$ cat src/rtl/dram_pkg.sv
// Shared types, default geometry and the address-split helper used by the
// DRAM address mapper, its open-row table and its testbench.
package dram_pkg;

    localparam int DEF_ADDR_WIDTH   = 13;
    localparam int DEF_NUM_OF_BANKS = 8;
    localparam int DEF_NUM_OF_ROWS  = 128;
    localparam int DEF_NUM_OF_COLS  = 8;
    localparam int DEF_STAT_WIDTH   = 16;
    localparam int DEF_BANK_W       = $clog2(DEF_NUM_OF_BANKS);
    localparam int DEF_ROW_W        = $clog2(DEF_NUM_OF_ROWS);
    localparam int DEF_COL_W        = $clog2(DEF_NUM_OF_COLS);
    localparam int MAP_MODE_W       = 2;
    localparam int ROW_STATUS_W     = 2;
    localparam int SPLIT_W          = 64;

    typedef enum logic [MAP_MODE_W-1:0] {
        MODE_BRC     = 2'd0,
        MODE_RBC     = 2'd1,
        MODE_BRC_XOR = 2'd2
    } map_mode_e;

    typedef enum logic [ROW_STATUS_W-1:0] {
        ROW_MISS     = 2'd0,
        ROW_HIT      = 2'd1,
        ROW_CONFLICT = 2'd2
    } row_status_e;

    // Returns the split packed back as {bank, row, col} in the low bits, so
    // callers slice it with their own widths. Unknown modes fall back to BRC.
    function automatic logic [SPLIT_W-1:0] split_addr(
        input logic [SPLIT_W-1:0] addr,
        input int                 bank_w,
        input int                 row_w,
        input int                 col_w,
        input map_mode_e          mode
    );
        logic [SPLIT_W-1:0] bank_mask;
        logic [SPLIT_W-1:0] row_mask;
        logic [SPLIT_W-1:0] col_mask;
        logic [SPLIT_W-1:0] bank;
        logic [SPLIT_W-1:0] row;
        logic [SPLIT_W-1:0] col;
        bank_mask = (64'd1 << bank_w) - 64'd1;
        row_mask  = (64'd1 << row_w) - 64'd1;
        col_mask  = (64'd1 << col_w) - 64'd1;
        col       = addr & col_mask;
        case (mode)
            MODE_RBC: begin
                row  = (addr >> (bank_w + col_w)) & row_mask;
                bank = (addr >> col_w) & bank_mask;
            end
            MODE_BRC_XOR: begin
                row  = (addr >> col_w) & row_mask;
                bank = ((addr >> (row_w + col_w)) ^ row) & bank_mask;
            end
            default: begin
                row  = (addr >> col_w) & row_mask;
                bank = (addr >> (row_w + col_w)) & bank_mask;
            end
        endcase
        return (bank << (row_w + col_w)) | (row << col_w) | col;
    endfunction

endpackage

$ cat src/rtl/dram_addr_mapper_if.sv
// Request/result bundle between the L2 request queue, the address mapper
// and the DRAM command scheduler.
interface dram_addr_mapper_if
    import dram_pkg::*;
#(
    parameter int ADDR_WIDTH = DEF_ADDR_WIDTH,
    parameter int BANK_W     = DEF_BANK_W,
    parameter int ROW_W      = DEF_ROW_W,
    parameter int COL_W      = DEF_COL_W,
    parameter int STAT_WIDTH = DEF_STAT_WIDTH
);
    logic                    req_valid;
    logic                    req_ready;
    logic [ADDR_WIDTH-1:0]   req_address;
    logic [MAP_MODE_W-1:0]   map_mode;
    logic                    precharge_all;
    logic                    out_valid;
    logic                    out_ready;
    logic [BANK_W-1:0]       bank_id;
    logic [ROW_W-1:0]        row_id;
    logic [COL_W-1:0]        col_id;
    logic [ROW_STATUS_W-1:0] row_status;
    logic [STAT_WIDTH-1:0]   stat_hits;
    logic [STAT_WIDTH-1:0]   stat_conflicts;

    modport master (
        output req_valid, req_address, map_mode, precharge_all, out_ready,
        input  req_ready, out_valid, bank_id, row_id, col_id, row_status,
               stat_hits, stat_conflicts
    );

    modport slave (
        input  req_valid, req_address, map_mode, precharge_all, out_ready,
        output req_ready, out_valid, bank_id, row_id, col_id, row_status,
               stat_hits, stat_conflicts
    );
endinterface

$ cat src/rtl/dram_open_row_table.sv
// Per-bank open flag and open-row tag with a combinational lookup port.
// A write to a bank wins over a same-cycle clear-all for that bank only.
module dram_open_row_table
    import dram_pkg::*;
#(
    parameter int NUM_OF_BANKS = DEF_NUM_OF_BANKS,
    parameter int ROW_W        = DEF_ROW_W,
    localparam int BANK_W      = $clog2(NUM_OF_BANKS)
) (
    input  logic              clk,
    input  logic              rst_n,
    input  logic [BANK_W-1:0] lookup_bank,
    output logic              lookup_open,
    output logic [ROW_W-1:0]  lookup_row,
    input  logic              wr_en,
    input  logic [BANK_W-1:0] wr_bank,
    input  logic [ROW_W-1:0]  wr_row,
    input  logic              clear_all
);
    logic [NUM_OF_BANKS-1:0] open_r;
    logic [ROW_W-1:0]        tag_r [NUM_OF_BANKS];

    // Table update: write opens its bank, clear-all closes every other bank.
    always_ff @(posedge clk or negedge rst_n) begin
        if (!rst_n) begin
            open_r <= '0;
            for (int i = 0; i < NUM_OF_BANKS; i++) begin
                tag_r[i] <= '0;
            end
        end else begin
            for (int i = 0; i < NUM_OF_BANKS; i++) begin
                if (wr_en && (wr_bank == BANK_W'(i))) begin
                    open_r[i] <= 1'b1;
                    tag_r[i]  <= wr_row;
                end else if (clear_all) begin
                    open_r[i] <= 1'b0;
                end else begin
                    open_r[i] <= open_r[i];
                end
            end
        end
    end

    assign lookup_open = open_r[lookup_bank];
    assign lookup_row  = tag_r[lookup_bank];

endmodule

$ cat src/rtl/dram_addr_mapper.sv
// Registered DRAM address mapper: splits accepted L2 addresses into
// bank/row/column and tags each result HIT/MISS/CONFLICT against the open rows.
module dram_addr_mapper
    import dram_pkg::*;
#(
    parameter int ADDR_WIDTH   = DEF_ADDR_WIDTH,
    parameter int NUM_OF_BANKS = DEF_NUM_OF_BANKS,
    parameter int NUM_OF_ROWS  = DEF_NUM_OF_ROWS,
    parameter int NUM_OF_COLS  = DEF_NUM_OF_COLS,
    parameter int STAT_WIDTH   = DEF_STAT_WIDTH
) (
    input  logic                clk,
    input  logic                rst_n,
    dram_addr_mapper_if.slave   bus
);
    localparam int BANK_W = $clog2(NUM_OF_BANKS);
    localparam int ROW_W  = $clog2(NUM_OF_ROWS);
    localparam int COL_W  = $clog2(NUM_OF_COLS);

    generate
        if (ADDR_WIDTH != BANK_W + ROW_W + COL_W) begin : g_bad_addr_width
            $error("dram_addr_mapper: ADDR_WIDTH must equal BANK_W+ROW_W+COL_W");
        end
        if (ROW_W < BANK_W) begin : g_bad_row_width
            $error("dram_addr_mapper: ROW_W must be at least BANK_W");
        end
    endgenerate

    logic                  accept_s;
    logic [SPLIT_W-1:0]    fields_s;
    logic [BANK_W-1:0]     bank_s;
    logic [ROW_W-1:0]      row_s;
    logic [COL_W-1:0]      col_s;
    logic                  tbl_open_s;
    logic [ROW_W-1:0]      tbl_row_s;
    row_status_e           status_s;
    logic                  unused_split_s;

    logic                  out_valid_r;
    logic [BANK_W-1:0]     bank_r;
    logic [ROW_W-1:0]      row_r;
    logic [COL_W-1:0]      col_r;
    row_status_e           status_r;
    logic [STAT_WIDTH-1:0] hits_r;
    logic [STAT_WIDTH-1:0] conflicts_r;

    assign bus.req_ready = !out_valid_r || bus.out_ready;
    assign accept_s      = bus.req_valid && bus.req_ready;

    // Address split under the requested mapping mode.
    always_comb begin
        fields_s = split_addr(SPLIT_W'(bus.req_address), BANK_W, ROW_W, COL_W,
                              map_mode_e'(bus.map_mode));
    end

    assign col_s          = fields_s[COL_W-1:0];
    assign row_s          = fields_s[COL_W +: ROW_W];
    assign bank_s         = fields_s[COL_W + ROW_W +: BANK_W];
    assign unused_split_s = ^fields_s[SPLIT_W-1:ADDR_WIDTH];

    dram_open_row_table #(
        .NUM_OF_BANKS (NUM_OF_BANKS),
        .ROW_W        (ROW_W)
    ) u_table (
        .clk         (clk),
        .rst_n       (rst_n),
        .lookup_bank (bank_s),
        .lookup_open (tbl_open_s),
        .lookup_row  (tbl_row_s),
        .wr_en       (accept_s),
        .wr_bank     (bank_s),
        .wr_row      (row_s),
        .clear_all   (bus.precharge_all)
    );

    // Classification against the pre-update entry; a coincident precharge forces MISS.
    always_comb begin
        status_s = ROW_MISS;
        if (bus.precharge_all) begin
            status_s = ROW_MISS;
        end else if (!tbl_open_s) begin
            status_s = ROW_MISS;
        end else if (tbl_row_s == row_s) begin
            status_s = ROW_HIT;
        end else begin
            status_s = ROW_CONFLICT;
        end
    end

    // Output register: loads on acceptance, holds under backpressure.
    always_ff @(posedge clk or negedge rst_n) begin
        if (!rst_n) begin
            out_valid_r <= 1'b0;
            bank_r      <= '0;
            row_r       <= '0;
            col_r       <= '0;
            status_r    <= ROW_MISS;
        end else if (accept_s) begin
            out_valid_r <= 1'b1;
            bank_r      <= bank_s;
            row_r       <= row_s;
            col_r       <= col_s;
            status_r    <= status_s;
        end else if (bus.out_ready) begin
            out_valid_r <= 1'b0;
        end else begin
            out_valid_r <= out_valid_r;
        end
    end

    // Saturating statistics counters.
    always_ff @(posedge clk or negedge rst_n) begin
        if (!rst_n) begin
            hits_r      <= '0;
            conflicts_r <= '0;
        end else if (accept_s) begin
            if ((status_s == ROW_HIT) && (hits_r != {STAT_WIDTH{1'b1}})) begin
                hits_r <= hits_r + STAT_WIDTH'(1);
            end else if ((status_s == ROW_CONFLICT) &&
                         (conflicts_r != {STAT_WIDTH{1'b1}})) begin
                conflicts_r <= conflicts_r + STAT_WIDTH'(1);
            end else begin
                hits_r      <= hits_r;
                conflicts_r <= conflicts_r;
            end
        end else begin
            hits_r      <= hits_r;
            conflicts_r <= conflicts_r;
        end
    end

    assign bus.out_valid      = out_valid_r;
    assign bus.bank_id        = bank_r;
    assign bus.row_id         = row_r;
    assign bus.col_id         = col_r;
    assign bus.row_status     = status_r;
    assign bus.stat_hits      = hits_r;
    assign bus.stat_conflicts = conflicts_r;

endmodule

$ cat src/flat_wrapper.sv
// flat-port wrapper written by rule: the top's interface ports become plain ports
module dram_addr_mapper_flat import dram_pkg::*;
#(
    parameter int ADDR_WIDTH   = DEF_ADDR_WIDTH,
    parameter int NUM_OF_BANKS = DEF_NUM_OF_BANKS,
    parameter int NUM_OF_ROWS  = DEF_NUM_OF_ROWS,
    parameter int NUM_OF_COLS  = DEF_NUM_OF_COLS,
    parameter int STAT_WIDTH   = DEF_STAT_WIDTH
)
  (clk, rst_n, bus_req_valid, bus_req_address, bus_map_mode, bus_precharge_all, bus_out_ready, bus_req_ready, bus_out_valid, bus_bank_id, bus_row_id, bus_col_id, bus_row_status, bus_stat_hits, bus_stat_conflicts);
  dram_addr_mapper_if #(.ADDR_WIDTH(ADDR_WIDTH), .BANK_W(3), .ROW_W(7), .COL_W(3), .STAT_WIDTH(STAT_WIDTH)) bus_i ();
  input  logic clk;
  input  logic rst_n;
  input wire logic [$bits(bus_i.req_valid)-1:0] bus_req_valid;
  input wire logic [$bits(bus_i.req_address)-1:0] bus_req_address;
  input wire logic [$bits(bus_i.map_mode)-1:0] bus_map_mode;
  input wire logic [$bits(bus_i.precharge_all)-1:0] bus_precharge_all;
  input wire logic [$bits(bus_i.out_ready)-1:0] bus_out_ready;
  output wire logic [$bits(bus_i.req_ready)-1:0] bus_req_ready;
  output wire logic [$bits(bus_i.out_valid)-1:0] bus_out_valid;
  output wire logic [$bits(bus_i.bank_id)-1:0] bus_bank_id;
  output wire logic [$bits(bus_i.row_id)-1:0] bus_row_id;
  output wire logic [$bits(bus_i.col_id)-1:0] bus_col_id;
  output wire logic [$bits(bus_i.row_status)-1:0] bus_row_status;
  output wire logic [$bits(bus_i.stat_hits)-1:0] bus_stat_hits;
  output wire logic [$bits(bus_i.stat_conflicts)-1:0] bus_stat_conflicts;
  assign bus_i.req_valid = bus_req_valid;
  assign bus_i.req_address = bus_req_address;
  assign bus_i.map_mode = bus_map_mode;
  assign bus_i.precharge_all = bus_precharge_all;
  assign bus_i.out_ready = bus_out_ready;
  assign bus_req_ready = bus_i.req_ready;
  assign bus_out_valid = bus_i.out_valid;
  assign bus_bank_id = bus_i.bank_id;
  assign bus_row_id = bus_i.row_id;
  assign bus_col_id = bus_i.col_id;
  assign bus_row_status = bus_i.row_status;
  assign bus_stat_hits = bus_i.stat_hits;
  assign bus_stat_conflicts = bus_i.stat_conflicts;
  dram_addr_mapper #(.ADDR_WIDTH(ADDR_WIDTH), .NUM_OF_BANKS(NUM_OF_BANKS), .NUM_OF_ROWS(NUM_OF_ROWS), .NUM_OF_COLS(NUM_OF_COLS), .STAT_WIDTH(STAT_WIDTH)) u_core (.clk(clk), .rst_n(rst_n), .bus(bus_i));
endmodule
$ cat config.mk
export PLATFORM = sky130hd
export DESIGN_NAME = dram_addr_mapper_flat
export DESIGN_NICKNAME = d
export VERILOG_FILES = /design/src/rtl/dram_pkg.sv /design/src/rtl/dram_addr_mapper_if.sv /design/src/rtl/dram_open_row_table.sv /design/src/rtl/dram_addr_mapper.sv /design/src/flat_wrapper.sv
export SDC_FILE = /design/constraint.sdc
export NUM_CORES = 1
export LEC_CHECK = 0
export CAP_MARGIN = 20
export CORE_ASPECT_RATIO = 1.75
export CORE_MARGIN = 3
export CORE_UTILIZATION = 40
export DETAILED_ROUTE_END_ITERATION = 7
export SYNTH_ARGS = -nofsm -noshare
export SYNTH_HDL_FRONTEND = slang
export SYNTH_SLANG_ARGS = --single-unit
$ cat constraint.sdc
create_clock -name clk -period 4.2 [get_ports clk]
set_input_delay 1.26 -clock clk [delete_from_list [all_inputs] [get_ports clk]]
set_output_delay 1.26 -clock clk [all_outputs]
set_load 0.005 [all_outputs]
After elaboration in Yosys (flattened, before gate mapping) --
Index checks and enable logic that the tools add are counted.
Operators by class: add/sub/neg operators 2, $mul 0, divide/modulo/power cells 0, $lt $le $gt $ge 2, equal/unequal tests 14, shift-type cells 0, mux-type cells 21, bitwise logic cells 5, reduce and logical (&&, ||, !) cells 25
Operator list (number):
- 16-bit by 1-bit adder with 16-bit output, second input constant | 2
- 16-bit inequality test, second input constant | 2
- 7-bit binary-select mux with 3-bit select | 1
- 7-bit two-way mux | 3
- 2-bit nonzero test | 9
- 13-bit OR | 1
- 13-bit by 3-bit OR with 13-bit output | 1
- 3-bit == test, second input constant | 4
- 1-bit two-way mux | 12
- 1-bit logical AND | 11
- 7-bit == test | 1
- 3-bit by 2-bit == test with 1-bit output, second input constant | 2
- 2-bit two-way mux | 3
- 3-bit case mux with 2 select lines | 1
- 2-bit by 1-bit == test with 1-bit output, second input constant | 2
- 2-bit == test, second input constant | 2
- 4-bit greater-or-equal comparator, second input constant | 1
- 3-bit by 4-bit less-than comparator with 1-bit output, second input constant | 1
- 3-bit inverter with 4-bit output | 1
- 1-bit binary-select mux with 3-bit select | 1
- 3-bit by 1-bit == test with 1-bit output, second input constant | 1
- 3-bit logical NOT | 1
- 3-bit AND reduction | 1
- 3-bit XOR | 1
- 4 further kinds | 4
Storage, ports and cells: register bits after elaboration 112, bits in latches 0, memory bits (writable) 0, memory bits (read-only) 0, input bits 20, output and inout port bits 49, memories kept 0

Depth between registers and ports, before layout --
depth in word-level cells 16, depth in mapped cells 15, gate-level depth less buffers 12

Cells and area by module --
Synthesis repeated with hierarchy kept, for this count alone.
Unflattened totals: cells, all modules 409, area total of the unflattened synthesis 5475.3 um^2
By module, submodules not included:
- dram_open_row_table | instances 1, cells an instance 177, area an instance 2969.1 um^2
- dram_addr_mapper | instances 1, cells an instance 232, area an instance 2506.2 um^2

Worst setup path after synthesis --
No wires, ideal clock.
kind input port to flip-flop, start in bus_map_mode[0], end reg u_core.hits_r[13], in the netlist u_core.bus.stat_hits[13], setup time 0.079 ns, data arrival time 3.581 ns, required time 4.121 ns, setup slack 0.540 ns, cell stages on the path 12, buffers on the path 1, cell sequence inv_1 > ha_1 > nand2b_1 > o21a_2 > nor2_4 > a32oi_1 > and3_1 > nor4_2 > nand4_2 > buf_6 > nor4_2 > xor2_1
Between the ends: cells in the longest elaborated chain, start to end 15
Ends and longest elaborated chain:
- start: declaration | RTL line flat_wrapper.sv:16 | input wire logic [$bits(bus_i.map_mode)-1:0] bus_map_mode;
- 2-bit == test / 2-bit by 1-bit == test with 1-bit output (equally long branches) | RTL line dram_pkg.sv:48 | case (mode)
- 3-bit case mux with 2 select lines | RTL line dram_pkg.sv:48
- 13-bit OR (*) | RTL line dram_pkg.sv:62 | return (bank << (row_w + col_w)) | (row << col_w) | col;
- 13-bit by 3-bit OR with 13-bit output (*) | RTL line dram_pkg.sv:62
- 3-bit inverter with 4-bit output (not written as such) | RTL line dram_open_row_table.sv:45 | assign lookup_row = tag_r[lookup_bank];
- 7-bit binary-select mux with 3-bit select | RTL line dram_open_row_table.sv:45
- 7-bit two-way mux (not written as such) (2 in series) | RTL line dram_open_row_table.sv:45
- 7-bit == test | RTL line dram_addr_mapper.sv:83 | end else if (tbl_row_s == row_s) begin
- 2-bit two-way mux | RTL line dram_addr_mapper.sv:83
- 2-bit two-way mux (*) | RTL line dram_addr_mapper.sv:81 | end else if (!tbl_open_s) begin
- 2-bit two-way mux (*) | RTL line dram_addr_mapper.sv:79 | if (bus.precharge_all) begin
- 2-bit by 1-bit == test with 1-bit output (*) | RTL line dram_addr_mapper.sv:117 | if ((status_s == ROW_HIT) && (hits_r != {STAT_WIDTH{1'b1}})) begin
- 1-bit logical AND (*) | RTL line dram_addr_mapper.sv:117
- 2-bit AND reduction (no line) (*)
- end signal: assignment | RTL line dram_addr_mapper.sv:118 | hits_r <= hits_r + STAT_WIDTH'(1);
- end signal: assignment | RTL line dram_addr_mapper.sv:123 | hits_r <= hits_r;
- end signal: assignment | RTL line dram_addr_mapper.sv:127 | hits_r <= hits_r;
- end: declaration | RTL line dram_addr_mapper.sv:44 | logic [STAT_WIDTH-1:0] hits_r;
Mark *: on every way between the ends. The rest lies on a longest branch, timed or not. The select of a mux whose other input is x is not followed. A chain may end at the register's enable or synchronous reset.

Worst setup path after layout --
start in bus_req_address[4], end reg u_core.conflicts_r[1], in the netlist u_core.bus.stat_conflicts[1]
Between the ends: cells in the longest elaborated chain, start to end 16
Ends and longest elaborated chain:
- start: declaration | RTL line flat_wrapper.sv:15 | input wire logic [$bits(bus_i.req_address)-1:0] bus_req_address;
- 3-bit XOR | RTL line dram_pkg.sv:55 | bank = ((addr >> (row_w + col_w)) ^ row) & bank_mask;
- 3-bit case mux with 2 select lines | RTL line dram_pkg.sv:48
- 13-bit OR (*) | RTL line dram_pkg.sv:62
- 13-bit by 3-bit OR with 13-bit output (*) | RTL line dram_pkg.sv:62
- 3-bit inverter with 4-bit output (not written as such) | RTL line dram_open_row_table.sv:45
- 7-bit binary-select mux with 3-bit select | RTL line dram_open_row_table.sv:45
- 7-bit two-way mux (not written as such) (2 in series) | RTL line dram_open_row_table.sv:45
- 7-bit == test | RTL line dram_addr_mapper.sv:83
- 2-bit two-way mux | RTL line dram_addr_mapper.sv:83
- 2-bit two-way mux (*) | RTL line dram_addr_mapper.sv:81
- 2-bit two-way mux (*) | RTL line dram_addr_mapper.sv:79
- 2-bit by 1-bit == test with 1-bit output | RTL line dram_addr_mapper.sv:117
- 1-bit logical AND | RTL line dram_addr_mapper.sv:117
- 1-bit inverter (no line)
- 3-bit AND reduction (no line) (*)
- end signal: assignment | RTL line dram_addr_mapper.sv:121 | conflicts_r <= conflicts_r + STAT_WIDTH'(1);
- end signal: assignment | RTL line dram_addr_mapper.sv:124 | conflicts_r <= conflicts_r;
- end signal: assignment | RTL line dram_addr_mapper.sv:128 | conflicts_r <= conflicts_r;
- end: declaration | RTL line dram_addr_mapper.sv:45 | logic [STAT_WIDTH-1:0] conflicts_r;
Marked as above.

==> results by group <==
CTS
  – Cts bufs inserted: 9
  – Hold buffer count at cts: 0
  – Clock transition at the registers of the reported paths: 0.08 ns
  – Clk Latency, worst-skew pair: 0.35 ns
  – Clock Path Buffers: 2
  – H-tree Lvls: 3
  – CTS tree: yes
  – Clock root cell: clkbuf_16
  – Clock Sinks: 112

Power and ir drop
  – PD cells: 428 nW/um2
  – P_leak: 3.24 nW
  – Max rail drop VDD: 0.231 mV

Placement
  – Hpwl dp: 10300 um
  – Port Buffer Count: 68
  – Placed cell areas: 6560 um2
  – Inst Count DP: 806
  – Gpl congestion: 0.929

Worst hold path
  – Min-Delay Startpoint: u_core.u_table.tag_r[31]
  – Hold Crit Class: flop to flop
  – Hold path depth: 2
  – Min-Delay Endpoint: u_core.u_table.tag_r[31]

Timing
  – Tmin final: 3.96 ns
  – Max Clock Freq: 253 MHz
  – Clk_skew: 0.00925 ns
  – Post-route setup TNS: 0 ns
  – Slew @ Worst Pin: 0.836 ns
  – Final period util: 94.2%
  – Count of final setup violators: 0
  – Final slew viol count: 0
  – RSZ-0062 raised after global routing: false
  – Relative slew slack: 44.3%
  – Final Hold Vio Count: 0

Critical path
  – CP Class: input pin to flop
  – Cell-by-cell trace of the critical path: clkdlybuf4s50_1 -> nor2b_2 -> o21ai_2 -> buf_4 -> nand2_4 -> buf_12 -> buf_4 -> mux2i_1 -> a32oi_1 -> and3_1 -> nor4_4 -> nand4_4 -> buf_12 -> nand2_1 -> mux2_2
  – Startpoint types: input pin
  – Crit. End Element: flop
  – Launching point of the worst reg2reg path: u_core.u_table.tag_r[42]
  – Critical Path AT: 4.20 ns
  – R2R Path End: u_core.bus.stat_conflicts[1]
  – Crit path max fanout: 7
  – Top delay family on crit path: simple AND/OR/NAND/NOR gates
  – Depth of the most critical reg-to-reg path: 8
  – Required time of the critical path: 4.44 ns
  – Crit-path max cell delay: 0.50 ns
  – Critical path's slowest cell: clkdlybuf4s50_1
  – Buf/Inv on CP: 5
  – Reg2reg setup slack: 1.96 ns

Yosys
  – Biggest area consumer among synthesized cells: dfrtp_1
  – Post-synthesis cell area: 5330 um2
  – Mapped Cells: 541
  – Area fraction of the dominant cell type after synthesis: 52.6%
  – Syn. warnings: 0
  – Synth unique cells: 41
  – Seq/Total Area, Yosys: 52.6%
  – Syn Area/Cell: 9.85 um2
  – FFs w/ async S/R, synth: 100%
  – Syn nets: 565
  – Top cells by area, synth: dfrtp_1 53%, nand2_1 5.9%, mux2i_1 3.9%
  – Post-synth EDFFs: 0
  – Synth Flop Type: dfrtp_1
  – Seq cells post-synth: 112

Layout
  – Nets@finish: 685
  – # diodes: 0
  – Post-route non-filler standard cell count: 837
  – Area Overhead vs Synth: 35.8%
  – Share of layout cells above drive strength 1: 20.6%
  – Post-route cell area: 7240 um2
  – Final core occ: 55.7%

Global routing
  – Global route total overflow: 0
  – Tot GR Track Use: 19.8%
  – Vias in the first global route: 4527
  – Largest net degree at the start of global routing: 67
  – First-pass GRT wire length: 23000 um
  – Antenna violations before repair: 0

Die
  – Initial Util: 41.0%
  – Row Count: 55
  – Core Area: 13000 um2
  – Die Width: 93.3 um
  – DIE AREA: 14800 um2
  – Die height: 159 um
  – Io pins: 69

Drt
  – Pre-antenna DRT Iters: 4
  – DR vias: 4381
  – Residual DRC: 0
  – Iteration-0 DRC Markers: 191
  – Drt wl/cell: 17.2 um
  – Vias per cell: 5.23
  – Final antenna-violating net count: 0
  – Final WL: 14400 um

Run
  – Max Cap Viol: 0

Run status
  – Outcome: finished clean
worst min-delay path: cells and delay by family (launching register included):
family | cells | cell delay [ns]
AND/OR/NAND/NOR | 1 | 0.04
flip-flops | 1 | 0.35
AO/OA/AOI/OAI | 1 | 0.06
metrics by stage:
step                      setup slack [ns]  total power (W)  hold WS (ns)
after floorplan                      0.540          0.00186         0.449
after global placement              -0.439          0.00215         0.460
after detailed placement            -0.491          0.00217         0.471
after CTS                          -0.0337          0.00306         0.487
after global routing                 0.132          0.00328         0.507
final                                0.242          0.00310         0.480
kinds of logic (layout without fill, tap and decap cells):
logic type                 after synthesis  in the layout  synth area share [%]
DFF                                    112            112                  52.6
xor gates and xnor gates                31             31                  5.09
and+or+nand+nor                        218            218                  20.6
adders and majority gates                4              4                 0.939
AOI/OAI and AO/OA                      107            107                  11.4
buffers and inverters                   42            167                  3.90
muxes                                   27             27                  5.42
synthesized netlist by cell type (all sizes together), types with 3 or more instances:
cell    instances
a21o            4
a21oi          39
a32oi          13
and2            6
and3           14
buf            14
clkbuf         16
dfrtp         112
ha              4
inv            12
mux2            5
mux2i          21
nand2          86
nand2b          3
nand3          25
nand4           5
nor2           45
nor2b           6
nor3           11
nor4           13
o21ai          49
xnor2          17
xor2           14
cell usage in the layout, fill, tap and decap left out, types with 3 or more instances in the layout:
| cell type | n |
|---|---|
| mux2i_1 | 17 |
| clkdlybuf4s50_1 | 65 |
| a21oi_1 | 37 |
| buf_4 | 62 |
| nor4_4 | 7 |
| and3_1 | 14 |
| nor2b_1 | 5 |
| buf_12 | 5 |
| nand3_1 | 25 |
| nor4_2 | 6 |
| nand4_1 | 4 |
| clkbuf_16 | 11 |
| o21ai_0 | 42 |
| nor2_1 | 40 |
| o21ai_2 | 4 |
| nand2_1 | 84 |
| nor2_4 | 4 |
| dfrtp_1 | 112 |
| mux2_2 | 5 |
| ha_1 | 3 |
| inv_1 | 12 |
| xnor2_1 | 17 |
| a21o_1 | 4 |
| nor3_1 | 9 |
| xor2_1 | 14 |
| and2_1 | 3 |
| buf_6 | 3 |
| a32oi_1 | 11 |
cell type report:
type | count | area [um2]
Clock buffer | 11 | 243
Clock inverter | 5 | 51.3
Fill cell | 1143 | 5770
Inverter | 12 | 45.0
Multi-Input combinational cell | 387 | 2560
Sequential cell | 112 | 2800
Tap cell | 171 | 214
Timing Repair Buffer | 139 | 1330
flip-flops by register name (all words and copies together), names as in the netlist:
signal                     flops
u_core.bus.col_id              3
u_core.bus.stat_hits          16
u_core.bus.row_id              7
u_core.u_table.open_r          8
u_core.bus.row_status          2
u_core.bus.out_valid           1
u_core.bus.stat_conflicts     16
u_core.u_table.tag_r          56
u_core.bus.bank_id             3
where the power goes:
group	switching, W	internal, W	total (W)
Clock	0.000413	0.000431	0.000844
Combinational	0.000400	0.000384	0.000784
Sequential	0.000150	0.00132	0.00147
Total	0.000963	0.00213	0.00310
how the worst max path moves through the flow:
stage / start / end / slack [ns] / cells after the start
detailed placement: bus_map_mode[0] / u_core.bus.stat_hits[13] / -0.49 / 15
global placement: bus_map_mode[0] / u_core.bus.stat_hits[1] / -0.44 / 16
global route: bus_req_address[4] / u_core.bus.stat_hits[14] / 0.13 / 16
floorplan: bus_map_mode[0] / u_core.bus.stat_hits[13] / 0.54 / 12
finish: bus_req_address[4] / u_core.bus.stat_conflicts[1] / 0.24 / 15
CTS: bus_map_mode[0] / u_core.bus.stat_hits[1] / -0.03 / 15
metal layers:
layer	up-vias	global-route usage (%)	share of wire [%]
met5	-	0	0
met4	0	8.41	3.0
met3	31	4.31	3.9
met2	98	35.1	54
met1	2145	22.5	39
li1	2107	-	-
repair_timing:
item | 4_1_cts | 5_1_grt
cloned | 1 | 2
endpoints found under the setup margin | 22 | 32
gates resized for setup | 19 | 26
pin swaps | 5 | 12
setup buffers | 5 | 7
Power figures use the tool's default switching activity.
